**src/rtl/div_unit.sv**
```systemverilog
// Iterative signed divider, radix-2 non-restoring, one add/sub per cycle.
// Quotient goes to LO, remainder to HI; done pulses once per accepted start.
module div_unit #(
    parameter int DATA_WIDTH = 32
) (
    input  logic                  clock,
    input  logic                  clear,
    input  logic                  start,
    input  logic [DATA_WIDTH-1:0] dividend,
    input  logic [DATA_WIDTH-1:0] divisor,
    output logic [DATA_WIDTH-1:0] quotient,
    output logic [DATA_WIDTH-1:0] remainder,
    output logic                  busy,
    output logic                  done,
    output logic                  div_by_zero
);

    localparam int W  = DATA_WIDTH;
    localparam int CW = $clog2(W);
    localparam logic [CW-1:0] LAST = CW'(W - 1);

    typedef enum logic [1:0] {IDLE, RUN, FIX, DONE} state_t;

    state_t state, state_nx;

    logic [W:0]    acc;
    logic [W:0]    m_reg;
    logic [W-1:0]  q_reg;
    logic [CW-1:0] cnt;
    logic          sq;
    logic          sr;

    logic          accept;
    logic          dz;
    logic [W-1:0]  nd_mag;
    logic [W-1:0]  dv_mag;
    logic [W:0]    a_sh;
    logic [W:0]    step;
    logic [W-1:0]  a_fix;

    assign accept = start && (state == IDLE || state == DONE);
    assign dz     = (divisor == '0);
    assign nd_mag = dividend[W-1] ? -dividend : dividend;
    assign dv_mag = divisor[W-1]  ? -divisor  : divisor;

    // Sign test uses A before the shift; wraparound in the shifted value
    // cancels once M is added or subtracted.
    assign a_sh  = {acc[W-1:0], q_reg[W-1]};
    assign step  = acc[W] ? a_sh + m_reg : a_sh - m_reg;
    assign a_fix = acc[W] ? acc[W-1:0] + m_reg[W-1:0] : acc[W-1:0];

    assign busy = (state == RUN) || (state == FIX);
    assign done = (state == DONE);

    always_ff @(posedge clock) begin
        if (clear) begin
            state <= IDLE;
        end else begin
            state <= state_nx;
        end
    end

    always_comb begin
        state_nx = state;
        unique case (state)
            IDLE: begin
                if (start) begin
                    state_nx = dz ? DONE : RUN;
                end
            end
            RUN: begin
                if (cnt == LAST) begin
                    state_nx = FIX;
                end
            end
            FIX: begin
                state_nx = DONE;
            end
            DONE: begin
                if (start) begin
                    state_nx = dz ? DONE : RUN;
                end else begin
                    state_nx = IDLE;
                end
            end
            default: begin
                state_nx = IDLE;
            end
        endcase
    end

    always_ff @(posedge clock) begin
        if (clear) begin
            acc         <= '0;
            m_reg       <= '0;
            q_reg       <= '0;
            cnt         <= '0;
            sq          <= 1'b0;
            sr          <= 1'b0;
            quotient    <= '0;
            remainder   <= '0;
            div_by_zero <= 1'b0;
        end else if (accept) begin
            acc         <= '0;
            m_reg       <= {1'b0, dv_mag};
            q_reg       <= nd_mag;
            cnt         <= '0;
            sq          <= dividend[W-1] ^ divisor[W-1];
            sr          <= dividend[W-1];
            div_by_zero <= dz;
            if (dz) begin
                quotient  <= '1;
                remainder <= dividend;
            end
        end else if (state == RUN) begin
            acc   <= step;
            q_reg <= {q_reg[W-2:0], ~step[W]};
            cnt   <= cnt + 1'b1;
        end else if (state == FIX) begin
            quotient  <= sq ? -q_reg : q_reg;
            remainder <= sr ? -a_fix : a_fix;
        end
    end

endmodule

```
**config.mk**
```make
export PLATFORM = sky130hd
export DESIGN_NAME = div_unit
export DESIGN_NICKNAME = d
export VERILOG_FILES = /design/src/rtl/div_unit.sv
export SDC_FILE = /design/constraint.sdc
export NUM_CORES = 1
export LEC_CHECK = 0
export CORE_UTILIZATION = 55
export CTS_CLUSTER_SIZE = 16
export DETAILED_ROUTE_END_ITERATION = 10
export GPL_TIMING_DRIVEN = 1
export PLACE_DENSITY_LB_ADDON = 0.1
export SYNTH_ARGS = -nofsm -noshare
export SYNTH_HDL_FRONTEND = slang
export SYNTH_SLANG_ARGS = --single-unit
export TNS_END_PERCENT = 5
```
**constraint.sdc**
```tcl
create_clock -name clock -period 5.91 [get_ports clock]
set_input_delay 0.591 -clock clock [delete_from_list [all_inputs] [get_ports clock]]
set_output_delay 0.591 -clock clock [all_outputs]
set_load 0.02 [all_outputs]
```
==> results.md, run 1 <==
* Initial drt markers at 920
* Setup-failing EPs final at 0
* Ys async rst share at 0%
* Number of gates resized after CTS at 0
* Mapped Cells at 1737
* Vias per std cell at 6.06
* Number of global-route vias before repair at 11700
* Routed Antenna Nets at 0
* CTS buffer count at 17
* Global-route wire length before repair at 58400 um
* Status: complete, no violations
* # rows at 57
* Core Area at 0.0243 mm2
* Clk pin slew, worst setup/hold paths at 0.08 ns
* Setup repair bufs after CTS at 0
* Most used cell, CP: nor2_1
* CTS tree: built
* Drt first pass iters at 5
* Die span in x at 159 um
* Final Hold Fails at 0
* Critical Path Source: m_reg[9]
* Worst-skew pair later-pin latency at 0.43 ns
* Post-synth EDFFs at 0
* Drt wl/cell at 16.7 um
* WS Path Type: reg2reg
* Num ports at 134
* Port bufs at 133
* CTS H-Tree Depth at 4
* Initial Utilization at 56.0%
* Mapped Area at 0.0136 mm2
* Number of fill cells at 2200
* Yosys cell types at 84
* Fin crit share at 80.0%
* Delay of the slowest critical-path stage at 0.46 ns
* Top_reg_cell synth: dfxtp_1
* Critical Path RT at 6.22 ns
* Top post-synthesis cells by area: dfxtp_1 (25%), ha_1 (6.9%), xor2_1 (6.6%), a211oi_1 (6.1%), nor2_1 (5.4%)
* Die height at 159 um
* CP max-delay cell: or4_1
* Power per cell area at 626 mW/mm2
* Max-slew headroom at 19.8%
* Number of antenna violations at the first check in global routing at 0
* Worst ir drop on vdd at 242 uV
* Most flops, register: acc
* Ys Warns at 0
* Avg Synthesized Cell Area at 7.84 um2
* HPWL after detailed placement at 26500 um
* Syn_nets at 1881
* Inst Count DP at 2107
* Via count at 13000
* Multi-input gate area at 0.00966 mm2
* Root Buffer: clkbuf_16
* Final slew viol count at 0
* Die area at 0.0254 mm2
* Cts hold-fix bufs at 0
* CP Capture Type: register
* Number of diodes at 0
* Clock Skew at 0.0151 ns
* Worst hold path type: reg2reg
* Final cell count without fillers at 2139
* Minimum clock period at 4.73 ns
* Max Fclk at 211 MHz
* Max clock buf depth at 2
* Data arrival time of the critical path at 5.04 ns
* Commonest cells post-synth: nor2_1 (197), dfxtp_1 (171), a21oi_1 (125)
* Synth area leader: dfxtp_1
* R2R Path Start: m_reg[9]
* Share of cells above drive strength 1 at 4.96%
* CP Launch Type: register
* #FFs+latches synth at 171
* Register area share after synthesis at 25.1%
* Largest net degree at the start of global routing at 100
* Synth top area share at 25.1%
* TNS Setup at 0 ns
* Drt total wl at 35700 um
* Leak at 6.00 nW
* Clock sink count at 171
* Worst-Margin Slew at 1.20 ns
* Register area at 0.00342 mm2
* CP Max Fanout at 6
* DR DRC count at 0
* RePlAce Congestion at 0.963
* Largest register FFs at 33
* RSZ-0062 raised after global routing: no
* Most common cell in the netlist: nor2_1
* Grt ovf at 0
* Worst-path cell chain: nor3_1, nand2_1, or3_1, or4_1, nor2_1, nand2_1, nor2_1, a21oi_1, xor2_1, ha_1, a21o_1, a2111oi_0, o21ai_0, o21bai_1, o21ai_0, a311oi_1, xnor2_1, mux2i_1, nor2_1
* Post-layout net count at 1946
* HP Start: div_by_zero
* Max Cap Viol at 0
* Area Overhead vs Synth at 15.2%
* Overall Global Routing Usage at 27.7%
final timing paths:
check                end  slack [ns]  cells after the start
max reg2reg      acc[30]        1.18                     19
max              acc[30]        1.18                     19
min reg2reg  div_by_zero        0.48                      2
min          div_by_zero        0.48                      2
layout make-up:
class	instances	area share, %
Clock buffer	18	2.74
Clock inverter	14	0.965
Inverter	43	1.03
Multi-Input combinational cell	1419	61.6
Sequential cell	171	21.8
Tap cell	324	2.58
Timing Repair Buffer	150	9.28
layer usage:
metal	part of all wire, %	routed length, um	track usage (%)
met1	47	16800	38.2
met2	45	16200	45.9
met3	5.6	2010	2.74
met4	1.8	657	7.95
met5	0	0	0
worst max-delay path, delay by kind of cell, from the launching register on:
kind	cells	cell delay [ns]
mux	1	0.14
fa+ha+maj	1	0.34
compound gates	7	1.70
xor+xnor	2	0.27
flops	1	0.37
simple gates	8	1.80
cells in the final DEF (no fill, tap or decap), drive strengths merged, types with 10 or more instances in the layout:
cell type and instances:
a211oi 111, a21o 28, a21oi 125, a311oi 10, a31oi 15, and2 10
and3 13, buf 18, clkbuf 18, clkdlybuf4s50 132, dfxtp 171, ha 75
inv 48, mux2i 62, nand2 118, nand2b 11, nand3 34, nand4 12
nor2 198, nor2b 13, nor3 55, nor4 12, o211ai 12, o21a 15
o21ai 82, o21bai 11, o31ai 32, o41ai 22, or2 11, or3 25
or4 24, xnor2 82, xor2 103
stage by stage:
step           hold WS, ns  power (W)  util, %  cell area (um2)  setup WS, ns
3_3_place_gp         0.473    0.00850     62.1            15100          1.05
3_5_place_dp         0.469    0.00862     62.1            15100         0.895
4_1_cts              0.479    0.00975     64.5            15700          1.20
6_report             0.476    0.00982     64.5            15700          1.18
2_1_floorplan        0.467    0.00711        -            13600         0.706
5_1_grt              0.512     0.0106     64.5            15700         0.645
where the power goes:
group	switching [W]	total, W	internal (W)	leakage (nW)
Sequential	0.000555	0.00212	0.00156	1.40
Clock	0.000547	0.00111	0.000566	0.281
Combinational	0.00382	0.00659	0.00277	4.32
Total	0.00492	0.00982	0.00490	6.00
logic make-up (layout without fill, tap and decap cells):
group | Yosys count | after routing | synth area share [%]
mux | 67 | 67 | 5.00
compound gates | 539 | 539 | 27.2
buf+inv | 147 | 225 | 4.17
flops | 171 | 171 | 25.1
simple gates | 551 | 551 | 19.4
fa+ha+maj | 77 | 77 | 7.19
xor+xnor | 185 | 185 | 11.9
Power figures use the tool's default switching activity.
==> inputs of run 2 (changes only) <==
--- a/config.mk
+++ b/config.mk
@@ -5,7 +5,7 @@
 export SDC_FILE = /design/constraint.sdc
 export NUM_CORES = 1
 export LEC_CHECK = 0
-export CORE_UTILIZATION = 55
+export CORE_UTILIZATION = 53
 export CTS_CLUSTER_SIZE = 16
 export DETAILED_ROUTE_END_ITERATION = 10
 export GPL_TIMING_DRIVEN = 1
==> constraint.sdc (replaced) <==
create_clock -name clock -period 4.3 [get_ports clock]
set_input_delay 0.43 -clock clock [delete_from_list [all_inputs] [get_ports clock]]
set_output_delay 0.43 -clock clock [all_outputs]
set_load 0.02 [all_outputs]
==> run 2 against run 1 <==
Compared with the run above: hold slack got worse by 0.058 ns; sequential cell count unchanged; highest routed layer unchanged; setup slack worse by 1.0 ns; largest power group unchanged; critical endpoint is now remainder[30]; final cell count is 2.6% higher; critical path depth shrank 5; first-iteration DRC count decreased by 3.4%; count of clock-buffer cells in the layout did not move; non-clock buffer count is 50 higher; register-to-register slack worse by 1.0 ns; clock power is 47% higher.
==> results.md, run 2 (synthesis results as in run 1) <==
* Area Overhead vs Synth at 19.4%
* Final cell count without fillers at 2195 (+2.6%)
* Clock Skew at 0.0127 ns (-0.00236 ns)
* CP Capture Type: register
* Port bufs at 133 (unchanged)
* Data arrival time of the critical path at 4.42 ns (-0.62 ns)
* Most flops, register: acc
* Grt ovf at 0 (unchanged)
* Number of global-route vias before repair at 11700 (+0.17%)
* Die height at 162 um (+1.8%)
* CP Launch Type: register
* Root Buffer: clkbuf_16
* HP Start: clear
* Number of antenna violations at the first check in global routing at 0 (unchanged)
* Drt total wl at 37300 um (+4.6%)
* RePlAce Congestion at 0.914 (-5.2%)
* RSZ-0062 raised after global routing: yes
* DR DRC count at 0 (unchanged)
* Overall Global Routing Usage at 28.1% (+0.39 points)
* Fin crit share at 96.1% (+16 points)
* # rows at 58 (+1.8%)
* Worst hold path type: in2reg
* Largest register FFs at 33 (unchanged)
* Setup slack, reg-to-reg at 0.17 ns (-1.01 ns)
* Drt wl/cell at 17.0 um (+1.9%)
* Die span in x at 162 um (+1.8%)
* Worst ir drop on vdd at 372 uV (+54%)
* Critical Path RT at 4.59 ns (-1.63 ns)
* Max clock buf depth at 2 (unchanged)
* Worst Slack Setup Final at 0.167 ns (-1.01 ns)
* Most common cell after layout, fill and taps aside: nor2_1
* Core Area at 0.0252 mm2 (+3.5%)
* Final Hold Fails at 0 (unchanged)
* RR Endpoint: remainder[30]
* Worst-Margin Slew at 1.13 ns (-0.0757 ns)
* Setup-failing EPs final at 0 (unchanged)
* Routed Antenna Nets at 0 (unchanged)
* Die area at 0.0263 mm2 (+3.7%)
* Hold path endpoint: remainder[15]
* Post-layout net count at 1996 (+2.6%)
* CTS buffer count at 17 (unchanged)
* Placed inst area at 0.0155 mm2 (+2.9%)
* Max Fclk at 242 MHz (+14%)
* Minimum clock period at 4.13 ns (-0.597 ns)
* Most frequent cells in the layout: nor2_1 (192), dfxtp_1 (169), clkdlybuf4s50_1 (132)
* CTS tree: built
* Inst Count DP at 2161 (+2.6%)
* Pre-CTS setup slack at -0.0579 ns (-0.953 ns)
* Min-Delay Path Depth at 2 (unchanged)
* CP Max Fanout at 5 (-1)
* Initial Utilization at 54.1% (-1.9 points)
* Max-slew headroom at 24.8% (+5.0 points)
* Drt first pass iters at 5 (unchanged)
* Via count at 13200 (+1.6%)
* Final slew viol count at 0 (unchanged)
* Status: complete, no violations
* R2R Path Start: acc[0]
* Num ports at 134 (unchanged)
* HPWL after detailed placement at 28400 um (+7.0%)
* Global-route wire length before repair at 59700 um (+2.2%)
* Post-route cell area at 0.0163 mm2 (+3.6%)
* WS Path Type: reg2reg
* Clk pin slew, worst setup/hold paths at 0.07 ns (about the same)
* Number of diodes at 0 (unchanged)
* Share of cells above drive strength 1 at 8.74% (+3.8 points)
* TNS Setup at 0 ns (unchanged)
* Largest net degree at the start of global routing at 97 (-3.0%)
* Reg2Reg Depth at 14 (-5)
* Vias per std cell at 6.00 (-1.0%)
* Worst-skew pair later-pin latency at 0.44 ns (about the same)
* Leak at 6.30 nW (+4.9%)
* Initial drt markers at 889 (-3.4%)
* Clock sink count at 171 (unchanged)
* CTS H-Tree Depth at 4 (unchanged)
* Power per cell area at 880 mW/mm2 (+41%)
* Max Cap Viol at 0 (unchanged)
## run 2: metal layers
metal  vias to the layer above  track usage (%)  routed length [um]
met5                         -                0                   0
met4                         0             7.89                 610
met3                        38             2.94                2100
met2                       411             46.8               17100
met1                      6041             38.3               17600
li1                       6675                -                   -
## run 2: power breakdown
group	leakage (nW)	switching (W)	internal [W]
registers	1.40	0.000730	0.00215
clock network	0.297	0.000772	0.000853
logic	4.60	0.00553	0.00427
## run 2: worst max path at each step
stage                    start             to  slack (ns)  cells past startpoint
finish                  acc[0]  remainder[30]        0.17                     14
global route          m_reg[9]       q_reg[0]        -0.1                     22
CTS                   m_reg[9]        acc[30]        0.01                     19
detailed placement  divisor[0]  remainder[23]       -0.06                     13
global placement    divisor[0]  remainder[22]        0.05                     13
floorplan              acc[32]        acc[20]      -0.002                     20
## run 2: critical path, stage by stage, from the launching register on
cell       delay (ns)
dfxtp_2          0.36
ha_1             0.23
fa_2             0.36
a21o_1           0.22
a221oi_4         0.38
a211o_1          0.26
a2111oi_2        0.12
o221ai_1         0.26
a21boi_1         0.14
o41ai_2          0.38
buf_4            0.18
or3b_4           0.41
o41ai_2          0.39
xnor2_1          0.20
a211oi_2         0.10
## run 2: timing repair
action	in CTS	in global routing
resized for setup	3	26
setup buffers	0	2
setup endpoints to repair	5	19
hold buffers	0	0
pin swaps	0	10
hold endpoints to repair	0	0
## run 2: stage by stage
| step | total power, W | utilization [%] | hold WS (ns) |
|---|---|---|---|
| after detailed placement | 0.0123 | 61.7 | 0.466 |
| final | 0.0143 | 64.6 | 0.418 |
| after floorplan | 0.00981 | - | 0.467 |
| after CTS | 0.0140 | 64.2 | 0.409 |
| after global routing | 0.0155 | 64.6 | 0.435 |
| after global placement | 0.0122 | 61.7 | 0.443 |
## run 2: final cells by class
cell class,instances,area (um2)
Clock buffer,18,439
Clock inverter,14,170
Fill cell,2256,8920
Inverter,43,161
Multi-Input combinational cell,1419,9770
Sequential cell,171,3430
Tap cell,330,413
Timing Repair Buffer,200,1880
==> inputs of run 3 (changes only) <==
--- a/config.mk
+++ b/config.mk
@@ -10,6 +10,7 @@
 export DETAILED_ROUTE_END_ITERATION = 10
 export GPL_TIMING_DRIVEN = 1
 export PLACE_DENSITY_LB_ADDON = 0.1
+export RECOVER_POWER = 25
 export SYNTH_ARGS = -nofsm -noshare
 export SYNTH_HDL_FRONTEND = slang
 export SYNTH_SLANG_ARGS = --single-unit
==> run 3 against run 2 <==
Compared with the run above: highest routed layer unchanged; sequential power is essentially flat; global-route usage unchanged; clock skew decreased by 0.00081 ns; first-iteration DRC count rose by 9.7%; core utilization did not move; total power decreased by 0.42%; design area stayed put; register-to-register slack about the same; via count is 0.18% lower; hold slack better by 0.0084 ns; die area is the same; combinational power is 0.5% lower.
==> results.md, run 3 (synthesis results as in run 1) <==
* Post-layout net count at 1996 (unchanged)
* Drt wl/cell at 17.0 um (about the same)
* Clock share of power at 11.4% (about the same)
* Worst hold path type: in2reg
* CP max-delay cell: or3b_4
* Delay of the slowest critical-path stage at 0.41 ns (about the same)
* Number of global-route vias before repair at 11700 (unchanged)
* Overall Global Routing Usage at 28.1% (unchanged)
* Comb power frac at 68.4% (about the same)
* Clk pin slew, worst setup/hold paths at 0.07 ns (about the same)
* Pint at 0.00722 W (-0.71%)
* Number of antenna violations at the first check in global routing at 0 (unchanged)
* Largest register FFs at 33 (unchanged)
* Pre-CTS setup slack at -0.0579 ns (unchanged)
* Data arrival time of the critical path at 4.45 ns (+0.03 ns)
* Flop pwr share at 20.2% (about the same)
* Drt first pass iters at 5 (unchanged)
* Sw frac at 49.3% (+0.15 points)
* Final Hold Fails at 0 (unchanged)
* Critical path buffers and inverters at 1 (unchanged)
* Clock sink count at 171 (unchanged)
* Post-route cell area at 0.0163 mm2 (unchanged)
* Fin crit share at 96.1% (about the same)
* Area Overhead vs Synth at 19.4% (unchanged)
* Most flops, register: acc
* Initial drt markers at 975 (+9.7%)
* Worst-path cell chain: ha_1, fa_2, a21o_1, a221oi_4, a211o_1, a2111oi_2, o221ai_1, a21boi_1, o41ai_2, buf_4, or3b_4, or3_1, nor4bb_1, nor4_1
* Cts hold-fix bufs at 0 (unchanged)
* Global-route wire length before repair at 59700 um (unchanged)
* Placed inst area at 0.0155 mm2 (unchanged)
* Drt total wl at 37300 um (about the same)
* Max Cap Viol at 0 (unchanged)
* Die height at 162 um (unchanged)
* CTS H-Tree Depth at 4 (unchanged)
* Largest net degree at the start of global routing at 97 (unchanged)
* Worst-Margin Slew at 1.13 ns (+0.00270 ns)
* Most frequent cells in the layout: nor2_1 (192), dfxtp_1 (169), a21oi_1 (121)
* Port bufs at 133 (unchanged)
* # rows at 58 (unchanged)
* Number of fill cells at 2256 (unchanged)
* Clock Skew at 0.0119 ns (-0.000805 ns)
* DR DRC count at 0 (unchanged)
* Final slew viol count at 0 (unchanged)
* Die area at 0.0263 mm2 (unchanged)
* RSZ-0062 raised after global routing: yes
* Setup-failing EPs final at 0 (unchanged)
* Max Fclk at 242 MHz (about the same)
* Grt ovf at 0 (unchanged)
* Vias per std cell at 5.99 (-0.18%)
* Share of cells above drive strength 1 at 8.74% (unchanged)
* WS Path Type: reg2reg
* CP Launch Type: register
* Via count at 13100 (-0.18%)
* Die span in x at 162 um (unchanged)
* Hold Slack at 0.426 ns (+0.00840 ns)
* RePlAce Congestion at 0.914 (unchanged)
* HPWL after detailed placement at 28400 um (unchanged)
* TNS Setup at 0 ns (unchanged)
* Minimum clock period at 4.13 ns (-0.000395 ns)
* Max-slew headroom at 24.6% (-0.18 points)
* CTS tree: built
* Power, Total at 0.0142 W (-0.42%)
* Register area at 0.00343 mm2 (unchanged)
* Multi-input gate area at 0.00977 mm2 (unchanged)
* Most common cell after layout, fill and taps aside: nor2_1
* Worst-skew pair later-pin latency at 0.44 ns (about the same)
* CP Max Fanout at 5 (unchanged)
* Num ports at 134 (unchanged)
* Status: complete, no violations
* CTS buffer count at 17 (unchanged)
* Worst ir drop on vdd at 369 uV (-0.74%)
* Delay-heaviest family, CP: compound AO/OA/AOI/OAI gates
* Power per cell area at 876 mW/mm2 (-0.42%)
* Leak at 6.49 nW (+3.0%)
* CP Capture Type: register
* Worst Slack Setup Final at 0.167 ns (+0.000395 ns)
* Root Buffer: clkbuf_16
* NetSw at 0.00703 W (-0.12%)
* Critical Path RT at 4.62 ns (+0.03 ns)
* Routed Antenna Nets at 0 (unchanged)
* Initial Utilization at 54.1% (unchanged)
* Number of diodes at 0 (unchanged)
* Max clock buf depth at 2 (unchanged)
* Core Area at 0.0252 mm2 (unchanged)
==> run 3: cell count changes in the layout (fill, tap and decap cells not counted), sizes merged <==
cell	before	now
dlygate4sd3	0	58
clkdlybuf4s50	132	74
==> run 3: per-stage QoR <==
step | std cells | utilization, %
after global placement | 2161 | 61.7
after detailed placement | 2161 | 61.7
after floorplan | 1737 | -
final | 2195 | 64.6
after CTS | 2193 | 64.2
after global routing | 2195 | 64.6
==> run 3: cell type report <==
cell class / instances / share of cell area, %
multi-input combinational: 1419 / 60.1
sequential: 171 / 21.1
timing repair buffer: 200 / 11.6
clock buffer: 18 / 2.70
tap: 330 / 2.54
clock inverter: 14 / 1.05
inverter: 43 / 0.992
==> run 3: final timing paths <==
kind	to	startpoint	depth (start not counted)	slack [ns]
setup reg to reg	remainder[31]	acc[0]	14	0.17
hold / removal	remainder[15]	clear	2	0.43
setup / recovery	remainder[31]	acc[0]	14	0.17
hold reg to reg	remainder[2]	remainder[2]	2	0.47
==> run 3: power groups by stage <==
stage / Combinational [W] / Clock (W) / Sequential, W
after floorplan: 0.00698 / 0 / 0.00283
after global placement: 0.00928 / 0 / 0.00288
after detailed placement: 0.00944 / 0 / 0.00289
after CTS: 0.00950 / 0.00165 / 0.00286
after global routing: 0.0107 / 0.00171 / 0.00295
final: 0.00975 / 0.00163 / 0.00287
==> run 3: routing by layer <==
metal  vias up  track usage [%]  wire length (um)
met1      6033             38.3             17700
met2       389             46.8             17000
li1       6680                -                 -
met4         0             7.89               634
met3        39             2.94              1990
met5         -                0                 0
==> run 3: repair_timing <==
action                                 in CTS  in global routing
setup buffers                               0                  2
endpoints found under the hold margin       0                  0
gates cloned                                0                  0
pin swaps                                   0                 10
setup endpoints to repair                   5                 19
gates resized for setup                     3                 26
